## config.mk

```make
export PLATFORM = sky130hd
export DESIGN_NAME = fetch_ctrl
export DESIGN_NICKNAME = d
export VERILOG_FILES = /design/src/rtl/fetch_pkg.sv /design/src/rtl/fetch_perf_cnt.sv /design/src/rtl/fetch_ctrl.sv
export SDC_FILE = /design/constraint.sdc
export NUM_CORES = 1
export LEC_CHECK = 0
export ABC_AREA = 1
export BUFFER_PORTS_ARGS = -buffer_cell sky130_fd_sc_hd__buf_2
export CORE_MARGIN = 1
export CORE_UTILIZATION = 35
export DETAILED_ROUTE_END_ITERATION = 7
export HOLD_SLACK_MARGIN = 0.06
export PLACE_DENSITY_LB_ADDON = 0.15
export SYNTH_ARGS = -nofsm -noshare
export SYNTH_HDL_FRONTEND = slang
export SYNTH_HIERARCHICAL = 1
export SYNTH_SLANG_ARGS = --single-unit
```

## constraint.sdc

```tcl
create_clock -name clk -period 4.69 [get_ports clk]
set_clock_uncertainty 0.15 [all_clocks]
set_input_delay 0.469 -clock clk [delete_from_list [all_inputs] [get_ports clk]]
set_output_delay 0.469 -clock clk [all_outputs]
set_load 0.05 [all_outputs]
```

## src/rtl/fetch_pkg.sv

```systemverilog
// fetch_pkg: shared types and constants for the fetch controller.
//   XLEN           address/instruction width used by every fetch_ctrl port
//   fetch_state_t  fetch FSM states
//   redirect_t     redirect kind selected from the EX-stage pulses
//   redirect_sel   jump has priority over a taken branch
package fetch_pkg;

   localparam int XLEN = 32;

   typedef enum logic [2:0] {
      IDLE = 3'd0,
      REQ  = 3'd1,
      WAIT = 3'd2,
      HOLD = 3'd3,
      ERR  = 3'd4
   } fetch_state_t;

   typedef enum logic [1:0] {
      NONE   = 2'd0,
      JUMP   = 2'd1,
      BRANCH = 2'd2
   } redirect_t;

   function automatic redirect_t redirect_sel(input logic jump, input logic branch);
      redirect_t r;
      r = NONE;
      if (jump)
         r = JUMP;
      else if (branch)
         r = BRANCH;
      return r;
   endfunction

endpackage

```

## src/rtl/fetch_perf_cnt.sv

```systemverilog
// fetch_perf_cnt: free-running 32-bit event counters for the fetch controller.
//   clk, reset      clock, asynchronous active-high reset
//   inc_fetch       one instruction handed to IF/ID this cycle
//   inc_squash      one imem response discarded this cycle
//   fetch_cnt       delivered-instruction count (wraps at 2^32)
//   squash_cnt      discarded-response count (wraps at 2^32)
module fetch_perf_cnt (
   input  logic        clk,
   input  logic        reset,
   input  logic        inc_fetch,
   input  logic        inc_squash,
   output logic [31:0] fetch_cnt,
   output logic [31:0] squash_cnt
);

   logic [31:0] r_fetch_cnt;
   logic [31:0] r_squash_cnt;

   always_ff @(posedge clk or posedge reset) begin
      if (reset) begin
         r_fetch_cnt  <= '0;
         r_squash_cnt <= '0;
      end else begin
         if (inc_fetch)
            r_fetch_cnt <= r_fetch_cnt + 32'd1;
         if (inc_squash)
            r_squash_cnt <= r_squash_cnt + 32'd1;
      end
   end

   assign fetch_cnt  = r_fetch_cnt;
   assign squash_cnt = r_squash_cnt;

endmodule

```

## src/rtl/fetch_ctrl.sv

```systemverilog
// fetch_ctrl: sequences the PC against a single-outstanding instruction memory,
// applies EX-stage redirects, squashes stale fetches and feeds IF/ID.
//   Build option: FETCH_PERF_EN adds fetch_cnt/squash_cnt outputs.
//   Width: XLEN from fetch_pkg. IMEM_TIMEOUT = WAIT cycles before ERR (0 = never).
//   pc side    : pc_in in; pc_write, pc_jump, pc_branch out (combinational)
//   EX side    : ex_jump, ex_branch_taken in; flush out (same cycle as redirect)
//   imem side  : imem_req/imem_addr out, imem_ready, imem_rvalid, imem_rdata in
//   IF/ID side : if_valid, if_instr, if_pc out; if_ready, hazard_stall in
//   status     : fetch_err (sticky until reset)
//
// state | meaning
// IDLE  | one cycle after reset, then start fetching
// REQ   | imem_req high, waiting for imem_ready (handshake advances PC)
// WAIT  | request accepted, waiting for imem_rvalid; timeout counter running
// HOLD  | instruction registered and presented until IF/ID accepts
// ERR   | imem timeout; terminal until reset
module fetch_ctrl
   import fetch_pkg::*;
#(
   parameter int IMEM_TIMEOUT = 255
) (
   input  logic            clk,
   input  logic            reset,
   input  logic [XLEN-1:0] pc_in,
   output logic            pc_write,
   output logic            pc_jump,
   output logic            pc_branch,
   input  logic            ex_jump,
   input  logic            ex_branch_taken,
   input  logic            hazard_stall,
   output logic            imem_req,
   output logic [XLEN-1:0] imem_addr,
   input  logic            imem_ready,
   input  logic            imem_rvalid,
   input  logic [XLEN-1:0] imem_rdata,
   output logic            if_valid,
   input  logic            if_ready,
   output logic [XLEN-1:0] if_instr,
   output logic [XLEN-1:0] if_pc,
   output logic            flush,
   output logic            fetch_err
`ifdef FETCH_PERF_EN
   ,
   output logic [31:0]     fetch_cnt,
   output logic [31:0]     squash_cnt
`endif
);

   localparam int TW = (IMEM_TIMEOUT > 2) ? $clog2(IMEM_TIMEOUT) : 1;
   localparam logic [TW-1:0] TMO_LOAD = TW'((IMEM_TIMEOUT > 0) ? IMEM_TIMEOUT - 1 : 0);

   fetch_state_t    r_state;
   redirect_t       r_pend;
   logic            r_squash;
   logic [XLEN-1:0] r_req_pc;
   logic [XLEN-1:0] r_if_instr;
   logic [XLEN-1:0] r_if_pc;
   logic [TW-1:0]   r_tmo_cnt;

   redirect_t       w_live;
   redirect_t       w_eff;
   logic            w_hs;
   logic            w_blk;
   logic            w_acc;
   logic            w_rsp;
   logic            w_discard;
   logic            w_deliver;
   logic            w_tmo;

   always_comb begin
      w_live = redirect_sel(ex_jump, ex_branch_taken);
      w_hs   = (r_state == REQ) && imem_ready;
      w_blk  = (r_state == REQ) && !imem_ready;
      w_acc  = if_ready && !hazard_stall;

      // While the request is stalled the address must not move, so the
      // redirect is parked in r_pend and replayed in the handshake cycle.
      w_eff = NONE;
      if (r_state != ERR && !w_blk) begin
         if (w_live != NONE)
            w_eff = w_live;
         else if (w_hs)
            w_eff = r_pend;
      end

      w_rsp     = (r_state == WAIT) && imem_rvalid;
      w_discard = w_rsp && (r_squash || (w_live != NONE));
      w_deliver = w_rsp && !w_discard;
      w_tmo     = (IMEM_TIMEOUT != 0) && (r_tmo_cnt == '0);
   end

   assign pc_write  = w_hs || (w_eff != NONE);
   assign pc_jump   = (w_eff == JUMP);
   assign pc_branch = (w_eff == BRANCH);
   assign flush     = (w_eff != NONE);
   assign imem_req  = (r_state == REQ);
   assign imem_addr = imem_req ? pc_in : '0;
   assign fetch_err = (r_state == ERR);

   // The response is passed straight through in WAIT so an instruction can
   // retire every REQ+WAIT pair; HOLD replays the registered copy.
   assign if_valid  = w_deliver || (r_state == HOLD);
   assign if_instr  = w_deliver ? imem_rdata : r_if_instr;
   assign if_pc     = w_deliver ? r_req_pc   : r_if_pc;

   always_ff @(posedge clk or posedge reset) begin
      if (reset) begin
         r_state    <= IDLE;
         r_pend     <= NONE;
         r_squash   <= 1'b0;
         r_req_pc   <= '0;
         r_if_instr <= '0;
         r_if_pc    <= '0;
         r_tmo_cnt  <= '0;
      end else begin
         case (r_state)
            IDLE: r_state <= REQ;
            REQ: begin
               if (imem_ready) begin
                  r_state   <= WAIT;
                  r_req_pc  <= pc_in;
                  r_squash  <= (w_eff != NONE);
                  r_pend    <= NONE;
                  r_tmo_cnt <= TMO_LOAD;
               end else if (w_live != NONE) begin
                  r_pend <= w_live;
               end
            end
            WAIT: begin
               if (w_discard) begin
                  r_state  <= REQ;
                  r_squash <= 1'b0;
               end else if (w_deliver) begin
                  r_if_instr <= imem_rdata;
                  r_if_pc    <= r_req_pc;
                  r_state    <= w_acc ? REQ : HOLD;
               end else begin
                  if (w_live != NONE)
                     r_squash <= 1'b1;
                  if (w_tmo)
                     r_state <= ERR;
                  else
                     r_tmo_cnt <= r_tmo_cnt - TW'(1);
               end
            end
            HOLD: begin
               if ((w_live != NONE) || w_acc)
                  r_state <= REQ;
            end
            ERR:     r_state <= ERR;
            default: r_state <= IDLE;
         endcase
      end
   end

`ifdef FETCH_PERF_EN
   logic w_fetch_done;
   assign w_fetch_done = if_valid && w_acc;

   fetch_perf_cnt u_perf (
      .clk        (clk),
      .reset      (reset),
      .inc_fetch  (w_fetch_done),
      .inc_squash (w_discard),
      .fetch_cnt  (fetch_cnt),
      .squash_cnt (squash_cnt)
   );
`endif

endmodule

```

==> results of run 1 <==
stage by stage:
step / std cells / worst slack, ps / util / total power, W
6_report: 907 / 1430 / 0.436 / 0.00553
5_1_grt: 907 / 1260 / 0.436 / 0.00587
4_1_cts: 907 / 1380 / 0.436 / 0.00560
3_5_place_dp: 891 / 1490 / 0.419 / 0.00484
3_3_place_gp: 891 / 1560 / 0.419 / 0.00480
2_1_floorplan: 518 / 1170 / - / 0.00423
state kept, by name, indices dropped and copies added (netlist names):
signal and count:
r_req_pc 32, r_if_pc 32, r_pend 2, r_state 3
r_squash 1, r_tmo_cnt 8, r_if_instr 32
cells in the mapped netlist, types with 6 or more instances:
cell,instances,area [um2]
mux2_4,99,1490
nand3_1,16,80.1
nor2_1,49,184
nand2_1,66,248
a21oi_1,7,35.0
dfrtp_1,110,2750
buf_2,7,35.0
mux2_2,29,327
buf_6,11,124
clkbuf_1,6,22.5
inv_1,54,203
o21ai_0,42,210
report_power, final:
| group | internal (W) | switching [W] | leakage [nW] |
|---|---|---|---|
| Clock | 0.000371 | 0.000363 | 0.140 |
| Sequential | 0.00139 | 0.000289 | 1.43 |
| Combinational | 0.00105 | 0.00207 | 2.63 |
| Total | 0.00281 | 0.00272 | 4.21 |
worst paths after layout:
| kind | cells past startpoint | start | endpoint |
|---|---|---|---|
| setup reg to reg | 9 | r_state[1]$_DFFE_PP0P_ | r_tmo_cnt[2]$_DFFE_PP0P_ |
| hold reg to reg | 1 | r_if_instr[28]$_DFFE_PP0P_ | r_if_instr[28]$_DFFE_PP0P_ |
| max in group asynchronous | 3 | reset | r_if_pc[14]$_DFFE_PP0P_ |
| setup / recovery | 7 | r_state[2]$_DFFE_PP0P_ | if_pc[23] |
| hold / removal | 3 | reset | r_if_instr[14]$_DFFE_PP0P_ |
| min in group clk | 2 | ex_jump | r_pend[1]$_DFFE_PP0P_ |
worst reg2reg max path: stages, from the launching register on:
cell and delay [ps]:
dfrtp_1 460, inv_1 100, nand2_1 80, nor2_2 170
nand2_2 640, nand2_1 280, nand2_1 140, nor2_4 330
o21ai_0 130, o21ai_0 80
per-layer routing:
layer | global-route usage | up-vias | share of wire
met5 | 0 | - | 0
met4 | 0.0562 | 0 | 0.013
met3 | 0.0301 | 12 | 0.049
met2 | 0.225 | 112 | 0.45
met1 | 0.192 | 1924 | 0.49
li1 | - | 2039 | -
layout make-up:
class	instances	area share
Tap cell	220	0.0384
Inverter	57	0.0302
Clock buffer	10	0.0319
Sequential cell	110	0.384
Timing Repair Buffer	178	0.127
Clock inverter	6	0.00715
Multi-Input combinational cell	326	0.381
kinds of logic (layout without fill, tap and decap cells):
kind of cell,count (synthesis),in the layout,synth area share
AOI/OAI and AO/OA,53,53,0.0464
xor gates and xnor gates,2,2,0.00298
adders and majority gates,2,2,0.00426
buffers and inverters,82,251,0.0686
DFF,110,110,0.468
muxes,128,128,0.309
and+or+nand+nor,141,141,0.101
cells in the final DEF (no fill, tap or decap), types with 2 or more instances in the layout:
cell,netlist,routed
dfrtp_1,110,110
a21oi_1,7,7
nor2_1,49,49
inv_1,54,53
nor2_4,2,2
buf_2,7,174
ha_1,2,2
inv_2,2,2
mux2_2,29,29
o21ai_0,42,42
nor3_1,3,3
clkbuf_16,0,9
buf_4,1,3
nand2_1,66,65
nand4_1,2,2
mux2_4,99,99
inv_6,0,3
nand3_1,16,16
xor2_1,2,2
==> results.toml, run 1 <==
[drt]
drtIter0Drc = 156
wl_per_cell_um = 13.3
antenna_left = 0
via_per_inst = 4.51
drc = 0
firstDrtPassIters = 5
via_count = 4087
wl_mm = 12.1

[synth]
synth_ff_type = "dfrtp_1"
synth_area_um2 = 5880
synth-seq-cells = 110
synthArstFlopShare = 1.00
ys_types = 27
synth_cells = 518
syn_nets = 592
yosysSeqAreaShare = 0.468
synth_edf_count = 0
ys_warn_count = 6
syn_avg_cell_area_um2 = 11.3

[sta]
min_period_over_period = 0.695
grt_setup_unrepaired = "false"
fmax_mhz = 307
setup_viol = 0
worstMarginPinSlew_ps = 1080
hold_slack_ps = 160
min_period_ps = 3260
setup_tns_ps = 0
hold_viol_final = 0
relSlewSlack = 0.275
drv_slew = 0

[placed_design]
hpwl_mm = 8.48
gp_congestion = 0.773
dpl-instance-area_um2 = 6890
port_buffers = 174

[clocking]
path_clk_slew_ps = 70
clkLatencyLatePin_ps = 350
clk_path_buf_depth = 2
cts_resized = 0
ctsHoldBuffers = 0
post-cts-setup-buffers = 0
clock-sinks = 110
cts_tree = "built"
cts_buffers = 9
root_buffer = "clkbuf_16"
htreeDepth = 3

[run_status]
status = "finished clean"

[pwr]
peakVddDrop_v = 0.000312
p_leak_nw = 4.21
power_density_nw_per_um2 = 771

[critical_path]
path_cells = "inv_2, nand3_4, nor2_4, nand2_8, buf_12, mux2_4, buf_2"
cp.required_ps = 4070
startpoint_type = "register"
worstPathMaxFanout = 86
cp_slowest_cell = "nand2_8"
crit_type = "register to primary output"
cp.buffers_inverters = 3
end_kind = "primary output"
r2r_slack_ps = 2050
arrival_ps = 2640
max_stage_delay_ps = 450
cpLargestDelayFamily = "buffers and inverters"

[finish]
multi_input_area_um2 = 2740
area_delta_synth_final_pct = 22.1
post-route-cell-area_um2 = 7170
regArea_um2 = 2750
drive_gt1_frac = 0.480
fillers = 1591
fin_nets = 756
diodes = 0

[grt]
grt_overflow = 0
grt_pass1_vias = 4014
grt_antenna_before_repair = 0
grt_max_degree = 87
grt_pass1_wl_mm = 19.7
grt_usage = 0.143

[run]
maxCapViolCount = 0

[floorplan]
die_w_um = 132
ioPinCount = 175
initial_core_util = 0.357
core-area_um2 = 16500
die_h_um = 132
dieArea_um2 = 17300
rows = 47

[worst_hold_path]
hp-class = "primary input to asynchronous set/reset pin"
(Power assumes the default switching activity.)
==> run 2, diff against run 1 <==
--- a/config.mk
+++ b/config.mk
@@ -5,7 +5,7 @@
 export SDC_FILE = /design/constraint.sdc
 export NUM_CORES = 1
 export LEC_CHECK = 0
-export ABC_AREA = 1
+export ABC_AREA = 0
 export BUFFER_PORTS_ARGS = -buffer_cell sky130_fd_sc_hd__buf_2
 export CORE_MARGIN = 1
 export CORE_UTILIZATION = 35
==> constraint.sdc (replaced) <==
create_clock -name clk -period 3.3 [get_ports clk]
set_clock_uncertainty 0.15 [all_clocks]
set_input_delay 0.33 -clock clk [delete_from_list [all_inputs] [get_ports clk]]
set_output_delay 0.33 -clock clk [all_outputs]
set_load 0.05 [all_outputs]
==> run 2 against run 1 <==
  * The flow now finishes with violations (design-rule violations)
  * Largest cell class unchanged
  * Critical path type unchanged
  * Via count decreased by 0.61%
  * Critical path depth decreased by 2
  * First-iteration DRC count increased by 13%
  * Final area decreased by 1.4%
  * Highest routed layer unchanged
  * Clock power increased by 55%
  * Utilization increased by 4.6 points
  * Global-route usage increased by 1.4 points
  * Flip-flop and latch count unchanged
  * Sequential share of layout area increased by 0.54 points
  * Combinational power decreased by 6.4%
  * Worst hold slack got worse by 80 ps
  * Count of clock-buffer cells in the layout increased by 2
==> results.toml, run 2 <==
[run_status]
status = "complete, but fails checks"
violations = "design-rule violations"

[critical_path]
crit_type = "register to primary output"
arrival_ps = 2510
end_kind = "primary output"
reg2reg_depth = 5
worstPathMaxFanout = 51
cp.required_ps = 2820
startpoint_type = "register"
r2r_slack_ps = 890

[finish]
post-route-cell-area_um2 = 7080
area_delta_synth_final_pct = 32.6
post-route-util = 0.481
drive_gt1_frac = 0.483
largestRegisters = "r_if_instr x32, r_if_pc x32, r_req_pc x32"
fin_nets = 745
diodes = 0
fillers = 1325
layout_commonest_cell = "buf_2"
layout_common_cells = "buf_2 (174), mux2_2 (128), dfrtp_1 (110)"

[clocking]
root_buffer = "clkbuf_16"
htreeDepth = 3
path_clk_slew_ps = 70
clkLatencyLatePin_ps = 350
cts_tree = "built"
cts_resized = 0
cts_buffers = 9
clk_path_buf_depth = 2
clock-sinks = 110
post-cts-setup-buffers = 0

[synth]
ys_types = 31
synth_area_um2 = 5340
synth-seq-cells = 110
synth_edf_count = 0
syn_avg_cell_area_um2 = 11.4
synth_cells = 470
synth.area.top_cells = "dfrtp_1 (52%), mux2_2 (27%), nand2_1 (7.0%), and2_1 (3.8%), buf_2 (0.94%)"
synth_most_common_cell = "mux2_2"
netlist.area_leader.share = 0.516
ys_warn_count = 6
yosysSeqAreaShare = 0.516
syn_nets = 544
synthArstFlopShare = 1.00
synthTopCellsByCount = "mux2_2 (128), dfrtp_1 (110), nand2_1 (99)"
synth_area_leader_cell = "dfrtp_1"
synth_ff_type = "dfrtp_1"

[grt]
grt_pass1_wl_mm = 19.9
grt_antenna_before_repair = 0
grt_overflow = 0
grt_usage = 0.157
grt_pass1_vias = 4139
grt_max_degree = 111

[sta]
setup_viol = 0
fmax_mhz = 335
grt_setup_unrepaired = "false"
min_period_ps = 2990
setup_slack_ps = 313
drv_slew = 0
worstMarginPinSlew_ps = 632
hold_viol_final = 0
setup_tns_ps = 0
min_period_over_period = 0.905
hold_slack_ps = 80.5
relSlewSlack = 0.578

[pwr]
pwr-share-comb = 0.479
netSwitchingPower_w = 0.00279
p_seq_frac = 0.334
p_leak_nw = 3.87
peakVddDrop_v = 0.000441
power_density_nw_per_um2 = 861
pwr-share-clk = 0.187
swShare = 0.457
p_int_w = 0.00331

[drt]
wl_mm = 11.8
drtIter0Drc = 176
firstDrtPassIters = 6
via_count = 4062
drc = 12
antenna_left = 0
via_per_inst = 4.73
wl_per_cell_um = 13.7

[floorplan]
die_h_um = 125
initial_core_util = 0.363
rows = 44
dieArea_um2 = 15700
core-area_um2 = 14700
die_w_um = 125
ioPinCount = 175

[worst_hold_path]
hp-class = "primary input to register"
holdPathStages = 2

[placed_design]
pre_cts_ws_ps = 704
hpwl_mm = 7.54
dpl-instance-area_um2 = 6410
port_buffers = 174
gp_congestion = 0.811

[run]
maxCapViolCount = 0
-- run 2: worst max-delay path, cell delays in order (launching register included) --
cell,delay [ps]
dfrtp_1,490
nor3b_1,440
nand4b_1,240
buf_4,370
mux2_2,320
buf_2,260
-- run 2: worst paths after layout --
| check | to | from |
|---|---|---|
| worst max-delay path | if_instr[19] | r_state[1]$_DFFE_PP0P_ |
| worst min-delay path | r_if_instr[18]$_DFFE_PP0P_ | imem_rdata[18] |
| worst max register to register | r_if_pc[24]$_DFFE_PP0P_ | r_state[1]$_DFFE_PP0P_ |
| worst min register to register | r_req_pc[10]$_DFFE_PP0N_ | r_req_pc[10]$_DFFE_PP0N_ |
| max in group asynchronous | r_req_pc[5]$_DFFE_PP0N_ | reset |
| min in group asynchronous | r_if_pc[30]$_DFFE_PP0P_ | reset |
-- run 2: area by class of cell --
type,count,area (um2),area share
Clock buffer,12,246,0.0348
Clock inverter,3,68.8,0.00973
Inverter,8,33.8,0.00477
Multi-Input combinational cell,326,2440,0.346
Sequential cell,110,2750,0.389
Tap cell,184,230,0.0325
Timing Repair Buffer,216,1300,0.184
-- run 2: power by group through the flow --
stage                     Combinational, W  Sequential (W)  Clock [W]
after floorplan                    0.00234         0.00196          0
after global placement             0.00288         0.00205          0
after detailed placement           0.00291         0.00206          0
after CTS                          0.00295         0.00203    0.00119
after global routing               0.00313         0.00210    0.00124
final                              0.00292         0.00203    0.00114
-- run 2: timing repair --
| item | in CTS | in global routing |
|---|---|---|
| hold endpoints to repair | 144 | 0 |
| endpoints found under the setup margin | 0 | 0 |
| hold buffers | 35 | 0 |
-- run 2: cell families after synthesis --
group / count (synthesis) / synth area share
and+or+nand+nor: 171 / 0.153
muxes: 128 / 0.270
DFF: 110 / 0.516
buffers and inverters: 34 / 0.0270
AOI/OAI and AO/OA: 25 / 0.0295
adders and majority gates: 2 / 0.00469
-- run 2: metrics by stage --
stage                     total power (W)  cells
after CTS                         0.00617    859
after global routing              0.00647    859
after detailed placement          0.00496    809
final                             0.00610    859
after floorplan                   0.00430    470
after global placement            0.00493    809
-- run 2: per-layer routing --
metal	vias up	wire, um	GRT usage
li1	2003	-	-
met1	1939	5240	0.198
met2	112	5760	0.265
met3	8	669	0.0398
met4	0	114	0.0488
met5	-	0	0
